===== src/rtl/stopwatch_pkg.sv =====
// ---------------------------------------------------------------------------
// stopwatch_pkg
// Shared constants and helpers for the stopwatch display path.
//   SEG_*        : active-low segment patterns, bit order {g,f,e,d,c,b,a}
//   IDX_*        : digit-slot index; 0 is the rightmost (Tenths) digit
//   time_digits_t: one frame's worth of BCD digits
//   pick_digit   : selects the digit shown in a given slot
// ---------------------------------------------------------------------------
package stopwatch_pkg;

    localparam logic [6:0] SEG_0     = 7'b1000000;
    localparam logic [6:0] SEG_1     = 7'b1111001;
    localparam logic [6:0] SEG_2     = 7'b0100100;
    localparam logic [6:0] SEG_3     = 7'b0110000;
    localparam logic [6:0] SEG_4     = 7'b0011001;
    localparam logic [6:0] SEG_5     = 7'b0010010;
    localparam logic [6:0] SEG_6     = 7'b0000010;
    localparam logic [6:0] SEG_7     = 7'b1111000;
    localparam logic [6:0] SEG_8     = 7'b0000000;
    localparam logic [6:0] SEG_9     = 7'b0010000;
    localparam logic [6:0] SEG_DASH  = 7'b0111111;
    localparam logic [6:0] SEG_BLANK = 7'b1111111;

    localparam logic [1:0] IDX_TENTHS = 2'd0;
    localparam logic [1:0] IDX_ONES   = 2'd1;
    localparam logic [1:0] IDX_TENS   = 2'd2;
    localparam logic [1:0] IDX_MIN    = 2'd3;

    typedef struct packed {
        logic [3:0] minutes;
        logic [3:0] tens;
        logic [3:0] ones;
        logic [3:0] tenths;
    } time_digits_t;

    function automatic logic [3:0] pick_digit(input time_digits_t t,
                                              input logic [1:0]   idx);
        case (idx)
            IDX_TENTHS: pick_digit = t.tenths;
            IDX_ONES:   pick_digit = t.ones;
            IDX_TENS:   pick_digit = t.tens;
            default:    pick_digit = t.minutes;
        endcase
    endfunction

endpackage


===== src/rtl/bcd_to_seg.sv =====
// ---------------------------------------------------------------------------
// bcd_to_seg
// Combinational BCD to seven-segment decoder, active-low outputs.
// Codes 10..15 are not valid BCD and show a dash so a corrupted digit is
// visible on the display instead of a misleading number.
//   i_bcd : 4-bit BCD digit
//   o_seg : segments {g,f,e,d,c,b,a}, active-low
// ---------------------------------------------------------------------------
module bcd_to_seg
    import stopwatch_pkg::*;
(
    input  logic [3:0] i_bcd,
    output logic [6:0] o_seg
);

    always_comb begin
        // NOTE: o_seg is given a value on every path (default arm below);
        // a missing assignment in always_comb would infer a latch.
        case (i_bcd)
            4'd0:    o_seg = SEG_0;
            4'd1:    o_seg = SEG_1;
            4'd2:    o_seg = SEG_2;
            4'd3:    o_seg = SEG_3;
            4'd4:    o_seg = SEG_4;
            4'd5:    o_seg = SEG_5;
            4'd6:    o_seg = SEG_6;
            4'd7:    o_seg = SEG_7;
            4'd8:    o_seg = SEG_8;
            4'd9:    o_seg = SEG_9;
            default: o_seg = SEG_DASH;
        endcase
    end

endmodule


===== src/rtl/stopwatch_display.sv =====
// ---------------------------------------------------------------------------
// stopwatch_display
// Drives a 4-digit common-anode multiplexed seven-segment display in M.SS.T
// format from the stopwatch BCD digits.
//   clk, reset        : system clock; synchronous active-high reset
//   Minutes .. Tenths_Seconds : BCD digits from the stopwatch
//   hold              : keep the current snapshot (lap freeze)
//   blank_lz          : blank the Minutes digit when it is zero
//   flash             : blink the whole display
//   an                : anodes, active-low, an[0] = Tenths digit
//   seg               : segments {g,f,e,d,c,b,a}, active-low
//   dp                : decimal point, active-low
// Each digit slot lasts REFRESH_DIV cycles; the cycle after the slot tick
// has every anode off so the previous digit's pattern cannot ghost into
// the next position. The snapshot is taken once per frame, on the tick that
// returns the scan to the Tenths digit, so a frame never mixes two times.
// ---------------------------------------------------------------------------
module stopwatch_display
    import stopwatch_pkg::*;
#(
    parameter int REFRESH_DIV  = 100000,
    parameter int BLINK_FRAMES = 125
) (
    input  logic       clk,
    input  logic       reset,
    input  logic [3:0] Minutes,
    input  logic [3:0] Tens_Seconds,
    input  logic [3:0] Ones_Seconds,
    input  logic [3:0] Tenths_Seconds,
    input  logic       hold,
    input  logic       blank_lz,
    input  logic       flash,
    output logic [3:0] an,
    output logic [6:0] seg,
    output logic       dp
);

    localparam int CNT_W = $clog2(REFRESH_DIV);
    localparam int FRM_W = (BLINK_FRAMES > 1) ? $clog2(BLINK_FRAMES) : 1;
    localparam logic [CNT_W-1:0] CNT_LAST = CNT_W'(REFRESH_DIV - 1);
    localparam logic [FRM_W-1:0] FRM_LAST = FRM_W'(BLINK_FRAMES - 1);

    logic [CNT_W-1:0] r_cnt;
    logic [1:0]       r_idx;
    time_digits_t     r_snap;
    logic [FRM_W-1:0] r_frame;
    logic             r_dark;
    logic             r_armed;   // a snapshot has been taken since reset
    logic [3:0]       r_an;
    logic [6:0]       r_seg;
    logic             r_dp;

    logic             w_tick;
    logic             w_wrap;
    logic             w_lit;
    logic             w_blank;
    logic [3:0]       w_digit;
    logic [6:0]       w_dec_seg;
    logic [3:0]       w_an_next;
    logic [6:0]       w_seg_next;
    logic             w_dp_next;

    assign w_tick = (r_cnt == CNT_LAST);
    assign w_wrap = w_tick && (r_idx == IDX_MIN);

    // ------------------------------------------------------------------
    // Scan counter, digit index, snapshot and blink state
    // ------------------------------------------------------------------
    // NOTE: state is updated with non-blocking assignments so every
    // register samples the pre-edge values; reset is synchronous here,
    // so it is just the highest-priority branch inside the clocked block.
    always_ff @(posedge clk) begin
        if (reset) begin
            r_cnt   <= '0;
            r_idx   <= IDX_MIN;
            r_snap  <= '0;
            r_frame <= '0;
            r_dark  <= 1'b0;
            r_armed <= 1'b0;
        end else begin
            r_cnt <= w_tick ? '0 : r_cnt + CNT_W'(1);

            if (w_tick) begin
                r_idx <= r_idx + 2'd1;
            end

            if (w_wrap) begin
                r_armed <= 1'b1;
                if (!hold) begin
                    r_snap <= '{minutes: Minutes, tens: Tens_Seconds,
                                ones: Ones_Seconds, tenths: Tenths_Seconds};
                end
            end

            // Blink phase only runs while flash is requested; dropping
            // flash returns to the visible phase with a fresh count.
            if (!flash) begin
                r_frame <= '0;
                r_dark  <= 1'b0;
            end else if (w_wrap) begin
                if (r_frame == FRM_LAST) begin
                    r_frame <= '0;
                    r_dark  <= ~r_dark;
                end else begin
                    r_frame <= r_frame + FRM_W'(1);
                end
            end
        end
    end

    // ------------------------------------------------------------------
    // Digit selection and decode
    // ------------------------------------------------------------------
    assign w_digit = pick_digit(r_snap, r_idx);

    bcd_to_seg u_dec (
        .i_bcd (w_digit),
        .o_seg (w_dec_seg)
    );

    // The tick cycle produces the dead cycle: the index is about to move,
    // so the anodes are kept off for the following cycle.
    assign w_lit   = r_armed && !w_tick && !r_dark;
    assign w_blank = blank_lz && (r_idx == IDX_MIN) && (r_snap.minutes == 4'd0);

    always_comb begin
        w_an_next  = 4'b1111;
        w_seg_next = SEG_BLANK;
        w_dp_next  = 1'b1;
        if (w_lit) begin
            w_an_next = ~(4'b0001 << r_idx);
            if (!w_blank) begin
                w_seg_next = w_dec_seg;
                // Points sit after the minutes and after the seconds.
                w_dp_next  = !((r_idx == IDX_MIN) || (r_idx == IDX_ONES));
            end
        end
    end

    // ------------------------------------------------------------------
    // Output registers
    // ------------------------------------------------------------------
    always_ff @(posedge clk) begin
        if (reset) begin
            r_an  <= 4'b1111;
            r_seg <= SEG_BLANK;
            r_dp  <= 1'b1;
        end else begin
            r_an  <= w_an_next;
            r_seg <= w_seg_next;
            r_dp  <= w_dp_next;
        end
    end

    assign an  = r_an;
    assign seg = r_seg;
    assign dp  = r_dp;

endmodule


===== config.mk =====
export PLATFORM = sky130hd
export DESIGN_NAME = stopwatch_display
export DESIGN_NICKNAME = d
export VERILOG_FILES = /design/src/rtl/stopwatch_pkg.sv /design/src/rtl/bcd_to_seg.sv /design/src/rtl/stopwatch_display.sv
export SDC_FILE = /design/constraint.sdc
export NUM_CORES = 1
export LEC_CHECK = 0
export CELL_PAD_IN_SITES_DETAIL_PLACEMENT = 2
export CELL_PAD_IN_SITES_GLOBAL_PLACEMENT = 2
export CORE_UTILIZATION = 36
export CTS_CLUSTER_DIAMETER = 40
export DETAILED_ROUTE_END_ITERATION = 16
export GPL_TIMING_DRIVEN = 0
export PLACE_DENSITY = 0.87
export SLEW_MARGIN = 20
export SYNTH_ARGS = -nofsm -noshare
export SYNTH_HDL_FRONTEND = slang
export SYNTH_SLANG_ARGS = --single-unit
export TNS_END_PERCENT = 100

===== constraint.sdc =====
create_clock -name clk -period 3.1 [get_ports clk]
set_input_delay 0.31 -clock clk [delete_from_list [all_inputs] [get_ports clk]]
set_output_delay 0.31 -clock clk [all_outputs]
set_load 0.02 [all_outputs]

==> results.json, run 1 <==
{
  "port_buffers": 31,
  "io_pins": 33,
  "synthMuxAreaShare_pct": 0.7977,
  "whs_path_depth": 1,
  "cts_tree": "built",
  "hold_viol_final": 0,
  "crit_chain": "inv_1, ha_1, a222oi_1, a21oi_1, o21ai_0, o211ai_1",
  "reg2reg_depth": 6,
  "dieWidth_um": 88.06,
  "die-area_um2": 7755,
  "p_per_area_nw_per_um2": 372.2,
  "crit_path_end_kind": "flip-flop",
  "ys_seq_area_share_pct": 42.05,
  "cp_num_buf_inv": 1,
  "slowest_stage": "a222oi_1",
  "ant_nets": 0,
  "drc_errors": 0,
  "start_util_pct": 36.96,
  "grt_pass1_vias": 2557,
  "drt_iter0_drc": 101,
  "synthFlopType": "dfxtp_1",
  "slowest_delay_ns": 0.54,
  "rows": 31,
  "netlist_instances": 297,
  "async_flop_share_pct": 0,
  "yosysMostFrequentCell": "dfxtp_1",
  "cts_buffers": 5,
  "startpoint_type": "flip-flop",
  "tightest_slew_ns": 0.6256,
  "fp.dieH_um": 88.06,
  "hold-worst-slack_ns": 0.4731,
  "ff_latch_area_um2": 1121,
  "antenna_cells": 0,
  "min_to": "r_cnt[0]$_SDFF_PP0_",
  "grt_pass1_wl_um": 13350,
  "status": "finished, final reports clean",
  "ff2ff_setup_slack_ns": 0.55,
  "hold_buffers": 0,
  "fillerInstances": 842,
  "routedWlPerCell_um": 18.97,
  "synth_cell_types": 41,
  "worstPathArrival_ns": 2.71,
  "synth_area_leader_cell": "dfxtp_1",
  "htree_levels": 2,
  "drv_cap": 0,
  "clock_path_buffers": 2,
  "period_needed_ns": 2.547,
  "multi_input_area_um2": 1399,
  "r2r_start": "r_idx[0]$_SDFFE_PP1N_",
  "drv_slew": 0,
  "synth-seq-cells": 56,
  "ir_drop_mv": 0.1728,
  "syn2layout_area_growth_pct": 19.47,
  "synth_warnings": 0,
  "synth_common_cells": "dfxtp_1, a21oi_1, nand4_1",
  "fmax_mhz": 392.6,
  "grt_max_degree": 17,
  "synth-edff-count": 0,
  "cts_root_buf": "clkbuf_8",
  "synthAdderAreaFrac_pct": 5.162,
  "grtUsageTotal_pct": 22.51,
  "pre_cts_ws_ns": 0.7399,
  "path_class": "flip-flop to flip-flop",
  "hold_path_startpoint": "r_cnt[0]$_SDFF_PP0_",
  "synth_top_family_by_area": "simple AND/OR/NAND/NOR gates",
  "synthTopCellsByArea": "dfxtp_1, nand4_1, a21oi_1",
  "fin_ws_ns": 0.5532,
  "cp_top_family": "compound AO/OA/AOI/OAI gates",
  "grt-ovfl-total": 0,
  "clkTransAtPathRegs_ns": 0.11,
  "period_share_pct": 82.15,
  "cp.required_ns": 3.26,
  "synthSimpleGateAreaFrac_pct": 23.09,
  "cp_max_fo": 8,
  "post_cts_buffers": 0,
  "antenna_found_initial": 0,
  "power_mw": 1.186,
  "cts_sinks": 56,
  "synth_compound_area_share_pct": 19.15,
  "core_um2": 7214,
  "rsz0062_at_grt": "false",
  "instances_no_fill": 435,
  "clk_latency_ns": 0.31,
  "clock_skew_ns": 0.01481,
  "final_nets": 367,
  "hold_path.class": "flip-flop to flip-flop",
  "fin_tns_setup_ns": 0,
  "synthesis.area_um2": 2666,
  "power_leakage_nw": 1.076,
  "drt-total-wl_um": 8251,
  "synth_top_area_share_pct": 42.05,
  "relSlewSlack_pct": 58.29,
  "synth-xor-area-share_pct": 4.270,
  "place_hpwl_um": 6111,
  "rr_endpoint": "seg[1]$_SDFF_PP1_",
  "syn_nets": 329,
  "drive_gt1_share_pct": 6.548,
  "cts_resized": 0,
  "via_per_inst": 5.628,
  "dp_cells": 427,
  "gp_congestion": 0.7670,
  "vias": 2448,
  "synth.avg_cell_area_um2": 8.977,
  "drtPass1Iterations": 4,
  "setup_violations": 0
}
per-stage QoR:
step / instance area (µm²) / util [%]
global placement: 3100 / 42.98
floorplan: 2666 / -
CTS: 3186 / 44.16
global route: 3186 / 44.16
detailed placement: 3100 / 42.98
finish: 3186 / 44.16
metal layers:
| metal | vias up | GRT usage (%) | wire (µm) |
|---|---|---|---|
| met4 | 0 | 5.279 | 82 |
| met5 | - | 0 | 0 |
| met2 | 33 | 40.87 | 4229 |
| met3 | 10 | 3.393 | 161 |
| li1 | 1183 | - | - |
| met1 | 1222 | 27.96 | 3777 |
area by class of cell:
cell class              count  share of cell area (%)
multi-input cells         209                   43.91
flip-flops and latches     56                   35.19
repair buffers             31                   9.741
well taps                  99                   3.888
plain buffers              19                   3.064
clock buffers               7                   2.396
inverters                  13                   1.532
clock inverters             1                  0.2749
worst max path at each step:
stage                                startpoint           endpoint  cells past startpoint
after detailed placement  r_idx[0]$_SDFFE_PP1N_  seg[1]$_SDFF_PP1_                      6
final                     r_idx[0]$_SDFFE_PP1N_  seg[1]$_SDFF_PP1_                      6
after global routing      r_idx[0]$_SDFFE_PP1N_  seg[1]$_SDFF_PP1_                      6
after floorplan           r_idx[0]$_SDFFE_PP1N_  seg[1]$_SDFF_PP1_                      6
after CTS                 r_idx[0]$_SDFFE_PP1N_  seg[1]$_SDFF_PP1_                      6
after global placement    r_idx[0]$_SDFFE_PP1N_  seg[0]$_SDFF_PP1_                      6
report_power, final:
part / internal (mW) / switching, mW
clock: 0.162 / 0.244
combinational: 0.0279 / 0.0262
sequential: 0.722 / 0.00328
state kept, by name, summed over array words and instances, names as in the netlist:
| register | count |
|---|---|
| r_cnt | 17 |
| r_snap | 16 |
| dp | 1 |
| r_dark | 1 |
| r_idx | 2 |
| an | 4 |
| r_armed | 1 |
| r_frame | 7 |
| seg | 7 |
layout by cell type (no fill, tap or decap), types with 2 or more instances in the layout:
cell type and count:
o211ai_1 2, buf_4 4, or3_1 2, nor4b_4 2, a21o_1 4, and3_1 4, buf_2 3, a21oi_1 34
clkbuf_1 13, a211oi_1 2, xnor2_1 3, o31ai_1 21, or4_1 6, dfxtp_1 56, xor2_1 10, inv_1 13
nor2b_1 2, a222oi_1 3, nand3_1 14, nand4_1 28, nor3_1 2, and4_1 4, clkdlybuf4s50_1 31, nand2_1 10
ha_1 11, nor2_1 19, nand3_2 2, and2_1 3, o21ai_0 8, clkbuf_8 5, nand2b_1 2
cells by family (layout without fill, tap and decap cells):
kind of cell	Yosys count	after routing
xor gates and xnor gates	13	13
DFF	56	56
and+or+nand+nor	103	103
buffers and inverters	32	71
muxes	2	2
adders and majority gates	11	11
AOI/OAI and AO/OA	80	80
(Power assumes the default switching activity.)
==> run 2, diff against run 1 <==
--- a/config.mk
+++ b/config.mk
@@ -7,11 +7,11 @@
 export LEC_CHECK = 0
 export CELL_PAD_IN_SITES_DETAIL_PLACEMENT = 2
 export CELL_PAD_IN_SITES_GLOBAL_PLACEMENT = 2
-export CORE_UTILIZATION = 36
+export CORE_UTILIZATION = 34
 export CTS_CLUSTER_DIAMETER = 40
 export DETAILED_ROUTE_END_ITERATION = 16
 export GPL_TIMING_DRIVEN = 0
-export PLACE_DENSITY = 0.87
+export PLACE_DENSITY = 0.83
 export SLEW_MARGIN = 20
 export SYNTH_ARGS = -nofsm -noshare
 export SYNTH_HDL_FRONTEND = slang
==> constraint.sdc (replaced) <==
create_clock -name clk -period 2.4 [get_ports clk]
set_input_delay 0.24 -clock clk [delete_from_list [all_inputs] [get_ports clk]]
set_output_delay 0.24 -clock clk [all_outputs]
set_load 0.02 [all_outputs]
==> results.json, run 2 (synthesis gave the netlist of run 1 again) <==
{
  "status": "finished, final reports clean",
  "top_regs": "r_cnt (17), r_snap (16)",
  "drc_errors": 0,
  "port_buffers": 31,
  "rsz0062_at_grt": "false",
  "cp_max_fo": 7,
  "power_leakage_nw": 1.077,
  "drt-total-wl_um": 8030,
  "fp.dieH_um": 90.56,
  "ant_nets": 0,
  "hold_path_startpoint": "r_cnt[0]$_SDFF_PP0_",
  "grt_max_degree": 17,
  "period_share_pct": 89.16,
  "cts_sinks": 56,
  "setup_violations": 0,
  "antenna_cells": 0,
  "hold_viol_final": 0,
  "cts_tree": "built",
  "design_area_um2": 3202,
  "grt-ovfl-total": 0,
  "fin_tns_setup_ns": 0,
  "largest_reg_flops": 17,
  "via_per_inst": 5.687,
  "drv_slew": 0,
  "post_cts_buffers": 0,
  "cp.required_ns": 2.58,
  "drive_gt1_share_pct": 7.440,
  "clock_skew_ns": 0.01397,
  "die-area_um2": 8200,
  "met1_usage_pct": 26.27,
  "dieWidth_um": 90.56,
  "cts_buffers": 5,
  "place_area_um2": 3100,
  "fin_ws_ns": 0.2602,
  "final_nets": 367,
  "fillerInstances": 839,
  "largest-register": "r_cnt",
  "drv_cap": 0,
  "vias": 2474,
  "pre_cts_ws_ns": 0.09930,
  "drtPass1Iterations": 4,
  "critPathLaunch": "r_idx[0]$_SDFFE_PP1N_",
  "io_pins": 33,
  "path_class": "flip-flop to flip-flop",
  "layout_common_cells": "dfxtp_1, a21oi_1, clkdlybuf4s50_1, nand4_1, o31ai_1",
  "grt_busiest_layer": "met2",
  "hold_path.class": "flip-flop to flip-flop",
  "clk_latency_ns": 0.32,
  "tightest_slew_ns": 0.6027,
  "core_um2": 7408,
  "worstPathArrival_ns": 2.32,
  "period_needed_ns": 2.140,
  "grt_pass1_wl_um": 13510,
  "gp_congestion": 0.8040,
  "crit_path_end_kind": "flip-flop",
  "clock_path_buffers": 2,
  "grt_pass1_vias": 2628,
  "grt_util_met3_pct": 3.030,
  "place_hpwl_um": 6102,
  "start_util_pct": 35.99,
  "antenna_found_initial": 0,
  "rows": 31,
  "htree_levels": 2,
  "ir_drop_mv": 0.1832,
  "grt.met2_usage_pct": 36.17,
  "p_per_area_nw_per_um2": 490.2,
  "r2r_start": "r_idx[0]$_SDFFE_PP1N_",
  "drt_iter0_drc": 74,
  "startpoint_type": "flip-flop",
  "final_common_cell": "dfxtp_1",
  "hold-worst-slack_ns": 0.4792,
  "relSlewSlack_pct": 59.82,
  "cts_root_buf": "clkbuf_8",
  "clkTransAtPathRegs_ns": 0.11,
  "fmax_mhz": 467.3,
  "syn2layout_area_growth_pct": 20.08,
  "grtUsageTotal_pct": 20.74,
  "routedWlPerCell_um": 18.46
}
## run 2: worst max-delay path: stages (launching register included)
cell,delay [ns]
dfxtp_1,0.45
inv_1,0.10
ha_1,0.30
a222oi_1,0.42
a21oi_2,0.18
inv_1,0.11
ha_1,0.19
and3_1,0.16
o21ai_0,0.08
## run 2: repair_timing
action | 4_1_cts | 5_1_grt
gates resized for setup | 0 | 3
hold buffers | 0 | 0
setup endpoints to repair | 0 | 5
## run 2: where the power goes
group          switching [mW]  total, mW  leakage [nW]  internal (mW)
sequential            0.00414      0.937         0.452          0.933
combinational          0.0332     0.0689         0.580         0.0356
clock                   0.328      0.564        0.0445          0.236
total                   0.365       1.57          1.08           1.20
## run 2: final timing paths
check	slack (ns)	cells after the start	endpoint
setup / recovery	0.26	8	seg[4]$_SDFF_PP1_
hold / removal	0.48	1	r_cnt[0]$_SDFF_PP0_
setup reg to reg	0.26	8	seg[4]$_SDFF_PP1_
hold reg to reg	0.48	1	r_cnt[0]$_SDFF_PP0_
## run 2: cell type report
cell class	count	area (µm²)	share of cell area, %
buffer	19	97.59	3.048
clock inverter	1	7.507	0.2345
inverter	13	48.80	1.524
tap	99	123.9	3.869
sequential	56	1121	35.01
clock buffer	7	86.33	2.696
timing repair buffer	31	310.3	9.691
multi-input combinational	209	1406	43.92
## run 2: metrics by stage
step / instances / utilization [%] / total power [mW]
after detailed placement: 427 / 41.85 / 1.028
after CTS: 435 / 43.12 / 1.583
after global placement: 427 / 41.85 / 1.025
final: 435 / 43.22 / 1.570
after floorplan: 297 / - / 0.9826
after global routing: 435 / 43.22 / 1.629
## run 2: metal layers
layer / part of all wire (%) / wire (µm)
met2: 50 / 4031
met1: 46 / 3704
met5: 0 / 0
met3: 2.4 / 195
met4: 1.2 / 99
==> run 3, diff against run 2 <==
--- a/config.mk
+++ b/config.mk
@@ -7,11 +7,12 @@
 export LEC_CHECK = 0
 export CELL_PAD_IN_SITES_DETAIL_PLACEMENT = 2
 export CELL_PAD_IN_SITES_GLOBAL_PLACEMENT = 2
-export CORE_UTILIZATION = 34
+export CORE_UTILIZATION = 35
+export CTS_BUF_LIST = sky130_fd_sc_hd__clkbuf_4 sky130_fd_sc_hd__clkbuf_8
 export CTS_CLUSTER_DIAMETER = 40
 export DETAILED_ROUTE_END_ITERATION = 16
 export GPL_TIMING_DRIVEN = 0
-export PLACE_DENSITY = 0.83
+export PLACE_DENSITY = 0.85
 export SLEW_MARGIN = 20
 export SYNTH_ARGS = -nofsm -noshare
 export SYNTH_HDL_FRONTEND = slang
==> results.json, run 3 (synthesis gave the netlist of run 1 again) <==
{
  "status": "finished, final reports clean",
  "cts_buffers": 5,
  "fmax_mhz": 431.4,
  "grt_pass1_wl_um": 12480,
  "clk_latency_ns": 0.31,
  "hold_path.class": "primary input to flip-flop",
  "dp_cells": 427,
  "via_per_inst": 5.555,
  "dieWidth_um": 89.28,
  "ff2ff_setup_slack_ns": 0.08,
  "cts_tree": "built",
  "ant_nets": 0,
  "relSlewSlack_pct": 58.75,
  "cts_root_buf": "clkbuf_8",
  "grtUsageTotal_pct": 20.54,
  "ir_drop_mv": 0.2625,
  "crit_chain": "inv_1, ha_1, a222oi_1, a21oi_1, o21ai_1, o211ai_1",
  "grt_pass1_vias": 2567,
  "clock_path_buffers": 2,
  "seqPwrFrac_pct": 60.5,
  "min_to": "r_snap[11]$_SDFFE_PP0P_",
  "antenna_found_initial": 0,
  "p_sw_mw": 0.3481,
  "drv_cap": 0,
  "cts_sinks": 56,
  "grt_max_degree": 17,
  "antenna_cells": 0,
  "worstPathArrival_ns": 2.48,
  "hold_viol_final": 0,
  "top_regs": "r_cnt (17), r_snap (16)",
  "port_buffers": 31,
  "period_needed_ns": 2.318,
  "start_util_pct": 36.56,
  "whs_path_depth": 3,
  "grt-ovfl-total": 0,
  "tightest_slew_ns": 0.6187,
  "final_common_cell": "dfxtp_1",
  "path_class": "flip-flop to flip-flop",
  "routedWlPerCell_um": 17.84,
  "p_comb_share_pct": 4.4,
  "hold_path_startpoint": "hold",
  "final_nets": 370,
  "fp.dieH_um": 89.28,
  "core_um2": 7292,
  "htree_levels": 2,
  "startpoint_type": "flip-flop",
  "vias": 2433,
  "cp_top_family": "compound AO/OA/AOI/OAI gates",
  "switching_share_pct": 22.49,
  "power_leakage_nw": 1.100,
  "syn2layout_area_growth_pct": 20.74,
  "layout_common_cells": "dfxtp_1, a21oi_1, clkdlybuf4s50_1, nand4_1, o31ai_1",
  "slowest_stage": "a222oi_1",
  "period_share_pct": 96.59,
  "io_pins": 33,
  "slowest_delay_ns": 0.50,
  "cp_num_buf_inv": 1,
  "cp.required_ns": 2.56,
  "drive_gt1_share_pct": 8.260,
  "gp_congestion": 0.8182,
  "drv_slew": 0,
  "drt-total-wl_um": 7813,
  "clkTransAtPathRegs_ns": 0.10,
  "instances_no_fill": 438,
  "p_per_area_nw_per_um2": 480.8,
  "drtPass1Iterations": 4,
  "reg2reg_depth": 6,
  "largest_reg_flops": 17,
  "drc_errors": 0,
  "p_clk_share_pct": 35.1,
  "r2r_start": "r_idx[0]$_SDFFE_PP1N_",
  "largest-register": "r_cnt",
  "cp_max_fo": 8,
  "rr_endpoint": "seg[1]$_SDFF_PP1_",
  "final_util_pct": 44.15,
  "crit_path_end_kind": "flip-flop",
  "place_hpwl_um": 5736,
  "setup_violations": 0,
  "clock_skew_ns": 0.006053,
  "drt_iter0_drc": 44,
  "die-area_um2": 7971,
  "internal_power_mw": 1.200,
  "rows": 31
}
## run 3: cell count changes in the layout (fill, tap and decap cells not counted), sizes merged
cell	delta
clkbuf	-1
buf	+3
clkinvlp	-1
clkinv	+2
## run 3: through the flow
step | power [mW] | TNS, ns | instance area [µm²] | hold slack (ns) | setup slack [ns]
finish | 1.548 | 0 | 3219 | 0.4699 | 0.08175
global route | 1.606 | -0.04543 | 3219 | 0.5029 | -0.02277
CTS | 1.560 | 0 | 3193 | 0.4685 | 0.03622
detailed placement | 1.027 | 0 | 3100 | 0.4532 | 0.06719
global placement | 1.024 | 0 | 3100 | 0.4436 | 0.1884
floorplan | 0.9826 | 0 | 2666 | 0.3464 | 0.5240
## run 3: area by class of cell
class	instances	area, µm²
well taps	99	123.9
multi-input cells	209	1403
clock inverters	2	10.01
fillers	851	4073
inverters	13	48.80
repair buffers	34	332.8
plain buffers	19	97.59
clock buffers	6	82.58
flip-flops and latches	56	1121
## run 3: power by group through the flow
stage | clock network (mW) | registers, mW | logic [mW]
floorplan | 0 | 0.957 | 0.0252
global placement | 0 | 0.958 | 0.0658
detailed placement | 0 | 0.959 | 0.0680
CTS | 0.554 | 0.937 | 0.0685
global route | 0.593 | 0.939 | 0.0738
finish | 0.543 | 0.937 | 0.0677
## run 3: worst max-delay path by stage
stage	startpoint	endpoint	slack, ns	cells past startpoint
final	r_idx[0]$_SDFFE_PP1N_	seg[1]$_SDFF_PP1_	0.08	6
after global routing	r_idx[0]$_SDFFE_PP1N_	seg[1]$_SDFF_PP1_	-0.02	6
after CTS	r_idx[0]$_SDFFE_PP1N_	seg[3]$_SDFF_PP1_	0.04	7
after detailed placement	r_idx[0]$_SDFFE_PP1N_	seg[0]$_SDFF_PP1_	0.07	6
after global placement	r_idx[0]$_SDFFE_PP1N_	seg[1]$_SDFF_PP1_	0.19	6
after floorplan	r_idx[0]$_SDFFE_PP1N_	seg[1]$_SDFF_PP1_	0.52	6
## run 3: what timing repair did
action / in CTS / in global routing
setup buffers: 0 / 3
gates resized for setup: 0 / 2
setup endpoints to repair: 0 / 6
hold buffers: 0 / 0
## run 3: metal layers
layer	track usage, %	share of wire, %
met1	25.01	46
met2	37.96	52
met3	3.324	2.0
met4	4.473	0.72
met5	0	0
## run 3: worst reg2reg max path: stages, from the launching register on
cell,delay (ns)
dfxtp_1,0.45
inv_1,0.11
ha_1,0.30
a222oi_1,0.51
a21oi_1,0.30
o21ai_1,0.35
o211ai_1,0.15
